File: src/rtl/regfile_sb.sv
// regfile_sb: general-purpose register file for the pipelined core.
//
// Two combinational read ports, one synchronous write port, optional
// same-cycle write-to-read forwarding, optional hardwired-zero R0 and a
// per-register busy scoreboard. After reset or a soft clear, a sequential
// sweep zeroes every entry before ready is raised.
//
// States:
//   ST_CLEAR | sweeping entries to zero, accesses ignored, reads return 0
//   ST_RUN   | normal operation, ready_o = 1
//
// Ports:
//   clk_i       rising-edge clock
//   rst_i       asynchronous reset, active-high
//   clr_i       soft clear request (honoured in ST_RUN)
//   rs1_i/rs2_i read addresses
//   rd1_o/rd2_o read data (combinational)
//   we_i        write enable
//   ws_i/wd_i   write address / write data
//   rsv_en_i    reserve rsv_addr_i (destination of an issued instruction)
//   rsv_addr_i  register to mark busy
//   busy1_o/2_o read operand has a pending producer
//   ready_o     block is in ST_RUN
module regfile_sb #(
    parameter int DATA_W  = 16,
    parameter int ADDR_W  = 3,
    parameter bit BYPASS  = 1'b1,
    parameter bit ZERO_R0 = 1'b1
) (
    input  logic              clk_i,
    input  logic              rst_i,
    input  logic              clr_i,
    input  logic [ADDR_W-1:0] rs1_i,
    input  logic [ADDR_W-1:0] rs2_i,
    output logic [DATA_W-1:0] rd1_o,
    output logic [DATA_W-1:0] rd2_o,
    input  logic              we_i,
    input  logic [ADDR_W-1:0] ws_i,
    input  logic [DATA_W-1:0] wd_i,
    input  logic              rsv_en_i,
    input  logic [ADDR_W-1:0] rsv_addr_i,
    output logic              busy1_o,
    output logic              busy2_o,
    output logic              ready_o
);

    localparam int DEPTH = 2 ** ADDR_W;

    typedef enum logic {
        ST_CLEAR = 1'b0,
        ST_RUN   = 1'b1
    } state_t;

    state_t              state_q, state_d;
    logic [ADDR_W-1:0]   cnt_q, cnt_d;
    logic [DEPTH-1:0]    busy_q, busy_d;
    logic [DATA_W-1:0]   mem_q [DEPTH];

    logic                mem_we;
    logic [ADDR_W-1:0]   mem_addr;
    logic [DATA_W-1:0]   mem_data;

    assign ready_o = (state_q == ST_RUN);

    // State, sweep counter and scoreboard
    always_ff @(posedge clk_i or posedge rst_i) begin
        if (rst_i) begin
            state_q <= ST_CLEAR;
            cnt_q   <= '0;
            busy_q  <= '0;
        end else begin
            state_q <= state_d;
            cnt_q   <= cnt_d;
            busy_q  <= busy_d;
        end
    end

    // Array contents are not reset; the sweep establishes them.
    always_ff @(posedge clk_i) begin
        if (mem_we) begin
            mem_q[mem_addr] <= mem_data;
        end
    end

    always_comb begin
        state_d  = state_q;
        cnt_d    = cnt_q;
        busy_d   = busy_q;
        mem_we   = 1'b0;
        mem_addr = ws_i;
        mem_data = wd_i;

        if (state_q == ST_CLEAR) begin
            // Sweep one entry per cycle; we/rsv_en/clr are ignored here.
            mem_we   = 1'b1;
            mem_addr = cnt_q;
            mem_data = '0;
            cnt_d    = cnt_q + ADDR_W'(1);
            if (cnt_q == ADDR_W'(DEPTH - 1)) begin
                state_d = ST_RUN;
            end
        end else begin
            if (clr_i) begin
                // Soft clear drops any write or reserve of this cycle.
                state_d = ST_CLEAR;
                cnt_d   = '0;
                busy_d  = '0;
            end else begin
                mem_we = we_i && !(ZERO_R0 && (ws_i == '0));
                if (we_i) begin
                    busy_d[ws_i] = 1'b0;
                end
                // Applied after the clear so a new producer supersedes the old one.
                if (rsv_en_i) begin
                    busy_d[rsv_addr_i] = 1'b1;
                end
                if (ZERO_R0) begin
                    busy_d[0] = 1'b0;
                end
            end
        end
    end

    function automatic logic fwd_hit(input logic [ADDR_W-1:0] a);
        return BYPASS && we_i && (ws_i == a);
    endfunction

    function automatic logic [DATA_W-1:0] read_port(input logic [ADDR_W-1:0] a);
        logic [DATA_W-1:0] v;
        v = mem_q[a];
        if (!ready_o) begin
            v = '0;
        end else if (ZERO_R0 && (a == '0)) begin
            v = '0;
        end else if (fwd_hit(a)) begin
            v = wd_i;
        end
        return v;
    endfunction

    // A forwarded operand is not a hazard. busy_q is all-zero during the sweep.
    function automatic logic busy_port(input logic [ADDR_W-1:0] a);
        return busy_q[a] && !fwd_hit(a);
    endfunction

    always_comb begin
        rd1_o   = read_port(rs1_i);
        rd2_o   = read_port(rs2_i);
        busy1_o = busy_port(rs1_i);
        busy2_o = busy_port(rs2_i);
    end

endmodule

File: config.mk
export PLATFORM = sky130hd
export DESIGN_NAME = regfile_sb
export DESIGN_NICKNAME = d
export VERILOG_FILES = /design/src/rtl/regfile_sb.sv
export SDC_FILE = /design/constraint.sdc
export NUM_CORES = 1
export LEC_CHECK = 0
export CELL_PAD_IN_SITES_DETAIL_PLACEMENT = 1
export CELL_PAD_IN_SITES_GLOBAL_PLACEMENT = 1
export CORE_AREA = 4 4 185 169
export DETAILED_ROUTE_END_ITERATION = 8
export DIE_AREA = 0 0 189 173
export PLACE_DENSITY = 0.58
export SLEW_MARGIN = 0
export SYNTH_ARGS = -nofsm -noshare
export SYNTH_HDL_FRONTEND = slang
export SYNTH_SLANG_ARGS = --single-unit
File: constraint.sdc
create_clock -name clk_i -period 6.6 [get_ports clk_i]
set_clock_uncertainty 0.2 [all_clocks]
set_input_delay 1.32 -clock clk_i [delete_from_list [all_inputs] [get_ports clk_i]]
set_output_delay 1.32 -clock clk_i [all_outputs]
set_load 0.05 [all_outputs]
==> run metrics, run 1 <==
FFs w/ async S/R, synth=0.0791; grt ovf=0; Slew Viols, Final=0; Power Density=401 nW/µm²; drt via density=4.87; number of global-route vias before repair=5361; syn_nets=between 500 and 600; Worst path max stage delay=around 0.7 ns; Mapped Cells=508; Hold WS=0.355 ns; initial antenna violation count=0; antenna fix cells=0; CP top delay family=buffers and inverters; io pins=68; postcts setup bufs=0; Seq/Total Area, Yosys=0.568; RSZ-0062 raised after global routing=false; # resized after CTS=0; Initial DRC Count=roughly 370; pin count of the biggest net entering global routing=51; DRC=0; worst hold path class=reg2reg; first-pass GRT wire length=34.1 mm; area of the mapped netlist=7260 µm²; CP Max Fanout=16; EDFF count, synth=128; DP Area=8270 µm²; Final TNS setup=0 ns; WP buf/inv=3; Max stage delay cell, worst path=clkdlybuf4s50_1; Worst setup SP type=input pin; Ys Warns=0; I/O Buffers=67; Synth area leaders=edfxtp_1 53%, mux2i_1 8.6%, mux4_1 6.5%; Setup crit end kind=output pin; first-pass iteration count of the detailed router=4; layout cells sized above 1=0.198; final hold vios=0; Vias=4839; Die Ht=around 170 µm; Clock Latency Late Sink=approximately 0.42 ns; distinct cell type count after synthesis=slightly above 40; worst relative slew slack=0.355; TritonCTS clock tree=yes; Avg Inst Size Synth=14.3 µm²; H-tree levels=4; most frequent cell after synthesis=edfxtp_1; CORE AREA=29500 µm²; maximum operating frequency=181 MHz; final WL=22.5 mm; post-synth top area share=0.530; Starting Density=0.246; Layout area overhead=21.7%; Pleak=roughly 3.2 nW; Tcrit/Tclk final=0.836; total CTS buffers=17; CP most frequent cell=buf_4; Post-synth top flop=edfxtp_1; worst setup margin=1.08 ns; status=completed; Setup Crit Path Kind=in2out; total power=around 3.5 mW; CTS Hold Bufs=0; dpl ws=1.09 ns; WL/cell=22.6 µm; Data arrival, critical path=about 4 ns; Site Rows=60; top post-synthesis cells by count=128 x edfxtp_1, 62 x mux2i_1, 43 x nor2_1; # setup viols final=0; Req. time, crit path=5.08 ns; GRT Util Overall=0.140; hpwl dp=14.5 mm; Post-Layout Cell Count=994; Antenna Nets Post-Route=0; fin crit period=around 5.5 ns; cell breakdown of the critical path=clkdlybuf4s50_1, buf_4, nand2b_1, o22ai_1, a211oi_1, nor3_1, buf_4; maximum root-to-sink buffer count=2; Max VDD drop=about 0.19 mV; flops & latches, synth=between 100 and 150; maxcap violations=0; Synth area leader=edfxtp_1; Nets=613; routability cong.=0.811; die area=roughly 33000 µm²; Root Driver=clkbuf_16; clk sinks=approximately 140; Worst Tran Pin Value=0.967 ns; dpl cells=962; Clock transition at path regs=0.06 ns; Chip Width=189 µm; final core occ=0.299; post-route cell area=8830 µm²
[metal layers]
metal  wire [µm]  GRT usage  vias up
li1            -          -     2197
met4         318     0.0428        0
met2       11400      0.241      119
met1        9770      0.180     2500
met5           0          0        -
met3        1000     0.0252       23
[area by class of cell]
| cell class | count | area, µm² |
|---|---|---|
| sequential | 139 | 4120 |
| fill | 3119 | 20700 |
| multi-input combinational | 318 | 2840 |
| inverter | 7 | 26.3 |
| clock inverter | 14 | 130 |
| timing repair buffer | 95 | 786 |
| tap | 403 | 504 |
| clock buffer | 18 | 429 |
[report_power, final]
group	total [mW]	internal (mW)	switching, mW
Clock	0.905	0.548	0.357
Combinational	1.16	0.393	0.771
Sequential	1.47	1.34	0.129
Total	3.54	2.28	1.26
[worst paths after layout]
path,slack (ns),cells after the start,end,startpoint
max,1.08,7,rd1_o[2],rs1_i[0]
min,0.36,1,busy_q[4],busy_q[4]
max reg2reg,4.10,6,mem_q[2][11],ready_o
min reg2reg,0.36,1,busy_q[4],busy_q[4]
max in group asynchronous,4.89,2,cnt_q[2],rst_i
min in group asynchronous,1.00,2,busy_q[1],rst_i
[cell families after synthesis]
group                      share of synthesized area
xor gates and xnor gates                     0.00724
AOI/OAI and AO/OA                             0.0923
buffers and inverters                         0.0412
adders and majority gates                    0.00345
DFF                                            0.568
and+or+nand+nor                               0.0785
muxes                                          0.210
[state kept, by name, summed over array words and instances, names as in the netlist]
| register | flops |
|---|---|
| mem_q | 128 |
| busy_q | 7 |
| cnt_q | 3 |
| ready_o | 1 |
[layout by cell type, fill, tap and decap left out, types with 3 or more instances in the layout]
master | netlist | final
buf_4 | 6 | 62
a21oi_1 | 3 | 3
o21ai_0 | 8 | 8
clkinv_2 | 0 | 3
clkdlybuf4s50_1 | 0 | 31
clkinv_1 | 0 | 4
edfxtp_1 | 128 | 128
a31oi_1 | 3 | 3
mux4_2 | 18 | 18
a32o_1 | 3 | 3
nand2_1 | 5 | 5
nor2b_1 | 5 | 5
clkbuf_16 | 0 | 17
xnor2_1 | 6 | 6
mux2i_1 | 62 | 62
o22ai_1 | 30 | 30
o31ai_1 | 4 | 4
a211oi_2 | 4 | 4
and2_1 | 16 | 16
mux4_1 | 18 | 18
nor3_1 | 35 | 35
clkinvlp_4 | 0 | 3
a211oi_1 | 28 | 28
dfrtp_1 | 11 | 11
nor2_1 | 43 | 43
inv_1 | 7 | 7
Note: power is estimated with default switching activity, not from simulation.
==> inputs of run 2 (changes only) <==
--- a/config.mk
+++ b/config.mk
@@ -10,7 +10,7 @@
 export CORE_AREA = 4 4 185 169
 export DETAILED_ROUTE_END_ITERATION = 8
 export DIE_AREA = 0 0 189 173
-export PLACE_DENSITY = 0.58
+export PLACE_DENSITY = 0.59
 export SLEW_MARGIN = 0
 export SYNTH_ARGS = -nofsm -noshare
 export SYNTH_HDL_FRONTEND = slang
==> constraint.sdc (replaced) <==
create_clock -name clk_i -period 4.5 [get_ports clk_i]
set_clock_uncertainty 0.2 [all_clocks]
set_input_delay 0.9 -clock clk_i [delete_from_list [all_inputs] [get_ports clk_i]]
set_output_delay 0.9 -clock clk_i [all_outputs]
set_load 0.05 [all_outputs]
==> run 2 against run 1 <==
Global-route usage down 0.40 points. First-iteration DRC count down 25%. Register-to-register slack worse by 2.7 ns. Worst hold slack worse by 0.042 ns. Wire length down 0.26%. Non-clock buffer count up 7. Largest cell class unchanged. Largest power group unchanged.
==> run metrics, run 2 (synthesis gave the netlist of run 1 again) <==
fin crit period=4.17 ns; Final TNS setup=0 ns (unchanged); dpl cells=969 (was 962); Setup crit end kind=output pin (unchanged); fill cell count=3114 (was 3119); drt via density=4.90 (was 4.87); CTS Hold Bufs=0 (unchanged); # resized after CTS=0 (unchanged); Antenna Nets Post-Route=0 (unchanged); most common cell after layout, fill and taps aside=edfxtp_1 (unchanged); first-pass iteration count of the detailed router=5 (was 4); hold endpoint=busy_q[4] (unchanged); Data arrival, critical path=3.07 ns (was 4.00 ns); Sw Ratio=0.351 (was 0.355); Clock transition at path regs=0.05 ns (was 0.06 ns); H-tree levels=4 (unchanged); WP buf/inv=3 (unchanged); Chip Width=189 µm (unchanged); Nets=620 (was 613); pin count of the biggest net entering global routing=51 (unchanged); FF/Latch Area=4120 µm² (unchanged); Die Ht=173 µm (unchanged); total CTS buffers=17 (unchanged); Worst path max stage delay=0.62 ns (was 0.70 ns); Comb pwr share=0.314 (was 0.329); routability cong.=0.780 (was 0.811); Post-Layout Cell Count=1001 (was 994); Worst Tran Pin Value=0.920 ns (was 0.967 ns); DRC=0 (unchanged); Req. time, crit path=3.40 ns (was 5.08 ns); worst hold stages=1 (unchanged); origin of the critical flop-to-flop path=ready_o (unchanged); Root Driver=clkbuf_16 (unchanged); Layout area overhead=24.5% (was 21.7%); RSZ-0062 raised after global routing=false (unchanged); Worst setup SP type=input pin (unchanged); io pins=68 (unchanged); number of global-route vias before repair=5344 (was 5361); Power Density=598 nW/µm² (was 401 nW/µm²); die area=32700 µm² (unchanged); Site Rows=60 (unchanged); grt ovf=0 (unchanged); hpwl dp=15.0 mm (was 14.5 mm); Max VDD drop=0.282 mV (was 0.188 mV); clock share of power=0.280 (was 0.256); Max stage delay cell, worst path=clkdlybuf4s50_1 (unchanged); WL/cell=22.4 µm (was 22.6 µm); Vias=4907 (was 4839); sw power=1.90 mW (was 1.26 mW); CP top delay family=buffers and inverters (unchanged); status=completed (unchanged); CP most frequent cell=buf_4 (unchanged); initial antenna violation count=0 (unchanged); Reg2Reg Setup Slack=1.40 ns (was 4.10 ns); Initial DRC Count=279 (was 372); worst hold path class=reg2reg (unchanged); I/O Buffers=67 (unchanged); worst relative slew slack=0.387 (was 0.355); maximum operating frequency=240 MHz; Largest Register=mem_q (unchanged); R2R Path End=mem_q[4][12] (was mem_q[2][11]); final WL=22.5 mm (about the same); Starting Density=0.246 (unchanged); Setup Crit Path Kind=in2out (unchanged); first-pass GRT wire length=33.7 mm (was 34.1 mm); GRT Util Overall=0.136 (was 0.140); postcts setup bufs=0 (unchanged); worst hold start=busy_q[4] (unchanged); CORE AREA=29500 µm² (unchanged); antenna fix cells=0 (unchanged); layout cells sized above 1=0.214 (was 0.198); maximum root-to-sink buffer count=2 (unchanged); cell breakdown of the critical path=clkdlybuf4s50_1, nand2b_1, buf_4, o22ai_1, a211oi_1, nor3_1, buf_4 (was clkdlybuf4s50_1, buf_4, nand2b_1, o22ai_1, a211oi_1, nor3_1, buf_4); clk sinks=139 (unchanged); Pleak=3.27 nW (was 3.18 nW); maxcap violations=0 (unchanged); Top Registers=mem_q (128), busy_q (7), cnt_q (3) (unchanged); most frequent cells in the layout=128 x edfxtp_1, 63 x buf_4, 62 x mux2i_1 (was 128 x edfxtp_1, 62 x mux2i_1, 62 x buf_4); Slew Viols, Final=0 (unchanged); TritonCTS clock tree=yes (unchanged); Tcrit/Tclk final=0.927; CP Max Fanout=8 (was 16); internal power=3.51 mW (was 2.28 mW); footprint of the multi-input gates=2840 µm² (unchanged); Largest register FFs=128 (unchanged); final hold vios=0 (unchanged); sequential share of power=0.406 (was 0.416); Clock Latency Late Sink=0.42 ns (about the same); FF-to-FF path depth=6 (unchanged); # setup viols final=0 (unchanged)
[run 2: cell types whose count changed in the layout (fill, tap and decap cells not counted)]
cell | before | now
inv_6 | 0 | 7
clkinv_2 | 3 | 0
clkinv_4 | 2 | 1
clkinvlp_4 | 3 | 2
bufinv_16 | 2 | 4
buf_12 | 0 | 6
buf_4 | 62 | 63
clkinv_1 | 4 | 0
[run 2: layout make-up]
| class | instances | share of cell area |
|---|---|---|
| clock buffers | 18 | 0.0475 |
| clock inverters | 14 | 0.0227 |
| inverters | 7 | 0.00291 |
| multi-input cells | 318 | 0.314 |
| flip-flops and latches | 139 | 0.456 |
| well taps | 403 | 0.0558 |
| repair buffers | 102 | 0.101 |
[run 2: power by group through the flow]
stage | Sequential [mW] | Combinational [mW] | Clock [mW]
2_1_floorplan | 2.13 | 1.08 | 0
4_1_cts | 2.20 | 1.72 | 1.54
3_3_place_gp | 2.17 | 1.67 | 0
6_report | 2.20 | 1.69 | 1.51
3_5_place_dp | 2.22 | 1.71 | 0
5_1_grt | 2.24 | 1.82 | 1.60
[run 2: metrics by stage]
stage               power (mW)   util  worst slack (ns)  hold WS, ns  cell area (µm²)
finish                    5.40  0.306             0.326        0.314             9030
global route              5.65  0.306             0.210        0.357             9030
CTS                       5.46  0.306             0.320        0.325             9030
detailed placement        3.93  0.285             0.344        0.313             8400
global placement          3.84  0.285             0.347        0.313             8400
floorplan                 3.22      -             0.513        0.276             7260
[run 2: routing by layer]
metal	vias up	GRT usage	wire length, µm
li1	2208	-	-
met1	2586	0.166	9520
met2	99	0.244	11700
met3	14	0.0283	937
met4	0	0.0361	261
met5	-	0	0
[run 2: worst max path at each step]
| stage | from | end | slack [ns] | cells after the start |
|---|---|---|---|---|
| after detailed placement | rs2_i[0] | rd2_o[0] | 0.34 | 8 |
| final | rs2_i[2] | rd2_o[3] | 0.33 | 7 |
| after global routing | rs1_i[2] | rd1_o[7] | 0.21 | 7 |
| after global placement | rs2_i[2] | rd2_o[3] | 0.35 | 7 |
| after CTS | rs1_i[2] | rd1_o[7] | 0.32 | 7 |
| after floorplan | ws_i[1] | rd1_o[10] | 0.51 | 7 |
==> inputs of run 3 (changes only) <==
--- a/config.mk
+++ b/config.mk
@@ -11,6 +11,7 @@
 export DETAILED_ROUTE_END_ITERATION = 8
 export DIE_AREA = 0 0 189 173
 export PLACE_DENSITY = 0.59
+export REMOVE_ABC_BUFFERS = 1
 export SLEW_MARGIN = 0
 export SYNTH_ARGS = -nofsm -noshare
 export SYNTH_HDL_FRONTEND = slang
==> run 3 against run 2 <==
Worst hold slack gained 0.051 ns. Power down 0.46%. Combinational power up 7%. Fmax fell by 1.9%. Utilization up 0.63 points. Clock power shrank 7%. Sequential share of layout area down 0.92 points. Die area is the same. Global-route usage increased by 0.21 points. Critical path depth grew 1. First-iteration DRC count is 9.3% lower. Largest cell class unchanged. Highest routed layer unchanged.
==> run metrics, run 3 (synthesis gave the netlist of run 1 again) <==
status=completed (unchanged); fill cell count=3117 (was 3114); CP Max Fanout=9 (was 8); dpl ws=0.236 ns (was 0.344 ns); sw power=1.91 mW (was 1.90 mW); pin count of the biggest net entering global routing=30 (was 51); GRT Util Overall=0.138 (was 0.136); grt ovf=0 (unchanged); Req. time, crit path=3.40 ns (about the same); final WL=22.4 mm (was 22.5 mm); Power Density=583 nW/µm² (was 598 nW/µm²); total power=5.38 mW (was 5.40 mW); Sw Ratio=0.355 (was 0.351); Root Driver=clkbuf_16 (unchanged); hpwl dp=15.1 mm (was 15.0 mm); initial antenna violation count=0 (unchanged); antenna fix cells=0 (unchanged); layout cells sized above 1=0.222 (was 0.214); Top Registers=mem_q (128), busy_q (7), cnt_q (3) (unchanged); io pins=68 (unchanged); Data arrival, critical path=3.16 ns (was 3.07 ns); # setup viols final=0 (unchanged); maximum root-to-sink buffer count=2 (unchanged); Vias=4898 (was 4907); WP buf/inv=4 (was 3); Starting Density=0.246 (unchanged); maximum operating frequency=235 MHz (was 240 MHz); Largest Register=mem_q (unchanged); maxcap violations=0 (unchanged); worst setup margin=0.244 ns (was 0.326 ns); Nets=625 (was 620); DP Area=8630 µm² (was 8400 µm²); Die Ht=173 µm (unchanged); dpl cells=974 (was 969); Comb pwr share=0.336 (was 0.314); worst hold path class=reg2reg (unchanged); Layout area overhead=27.1% (was 24.5%); Clock transition at path regs=0.06 ns (was 0.05 ns); Tcrit/Tclk final=0.946 (was 0.927); Max stage delay cell, worst path=clkdlybuf4s50_1 (unchanged); most common cell after layout, fill and taps aside=edfxtp_1 (unchanged); CP most frequent cell=buf_4 (unchanged); clock share of power=0.260 (was 0.280); Worst Tran Pin Value=0.879 ns (was 0.920 ns); Final TNS setup=0 ns (unchanged); CTS Hold Bufs=0 (unchanged); Post-Layout Cell Count=1006 (was 1001); most frequent cells in the layout=128 x edfxtp_1, 62 x mux2i_1, 53 x buf_4 (was 128 x edfxtp_1, 63 x buf_4, 62 x mux2i_1); RSZ-0062 raised after global routing=false (unchanged); post-route cell area=9220 µm² (was 9030 µm²); WL/cell=22.3 µm (was 22.4 µm); I/O Buffers=67 (unchanged); internal power=3.47 mW (was 3.51 mW); clk sinks=139 (unchanged); final core occ=0.313 (was 0.306); cell breakdown of the critical path=clkdlybuf4s50_1, buf_4, xnor2_1, nand4_1, buf_4, nor2_1, nor3_1, buf_4 (was clkdlybuf4s50_1, nand2b_1, buf_4, o22ai_1, a211oi_1, nor3_1, buf_4); CP top delay family=buffers and inverters (unchanged); TritonCTS clock tree=yes (unchanged); Initial DRC Count=253 (was 279); Max VDD drop=0.279 mV (was 0.282 mV); Chip Width=189 µm (unchanged); final hold vios=0 (unchanged); Setup Crit Path Kind=in2out (unchanged); Worst path max stage delay=0.59 ns (was 0.62 ns); DRC=0 (unchanged); Largest register FFs=128 (unchanged); Hold WS=0.364 ns (was 0.314 ns); postcts setup bufs=0 (unchanged); routability cong.=0.740 (was 0.780); Slew Viols, Final=0 (unchanged); number of global-route vias before repair=5333 (was 5344); H-tree levels=4 (unchanged); sequential share of power=0.404 (was 0.406); first-pass iteration count of the detailed router=4 (was 5); CORE AREA=29500 µm² (unchanged); worst relative slew slack=0.410 (was 0.387); first-pass GRT wire length=33.8 mm (was 33.7 mm); Antenna Nets Post-Route=0 (unchanged); fin crit period=4.26 ns (was 4.17 ns); # resized after CTS=0 (unchanged); Pleak=3.31 nW (was 3.27 nW); Worst setup SP type=input pin (unchanged); total CTS buffers=17 (unchanged); Setup crit end kind=output pin (unchanged); drt via density=4.87 (was 4.90); Clock Latency Late Sink=0.42 ns (about the same); Site Rows=60 (unchanged); die area=32700 µm² (unchanged)
[run 3: cell types whose count changed in the layout (fill, tap and decap cells not counted), moves of 2 or more]
cell        change
buf_4          -10
buf_12         +15
bufinv_16       -2
inv_6           -2
clkinvlp_4      +3
[run 3: cell type report]
class                           instances  area [µm²]  share of cell area
Sequential cell                       139        4120               0.447
Multi-Input combinational cell        318        2840               0.308
Timing Repair Buffer                  107        1140               0.123
Tap cell                              403         504              0.0547
Clock buffer                           17         425              0.0461
Clock inverter                         15         165              0.0179
Inverter                                7        26.3             0.00285
[run 3: path summary, 6_finish.rpt]
kind | from | cells after the start | to | slack [ns]
max | rs1_i[0] | 8 | rd1_o[0] | 0.24
min | cnt_q[0] | 1 | cnt_q[0] | 0.36
max reg2reg | ready_o | 6 | mem_q[4][9] | 1.75
min reg2reg | cnt_q[0] | 1 | cnt_q[0] | 0.36
max in group asynchronous | rst_i | 2 | ready_o | 3.20
min in group asynchronous | rst_i | 2 | busy_q[2] | 0.60
[run 3: power by group through the flow]
stage	combinational (mW)	sequential [mW]	clock, mW
after detailed placement	1.84	2.20	0
after global routing	1.94	2.22	1.49
final	1.81	2.17	1.40
after floorplan	1.00	2.15	0
after CTS	1.84	2.18	1.42
after global placement	1.78	2.15	0
[run 3: metal layers]
layer	vias up	GRT usage	routed length (µm)
li1	2223	-	-
met1	2519	0.175	9090
met2	136	0.240	11400
met3	20	0.0256	1500
met4	0	0.0428	454
met5	-	0	0
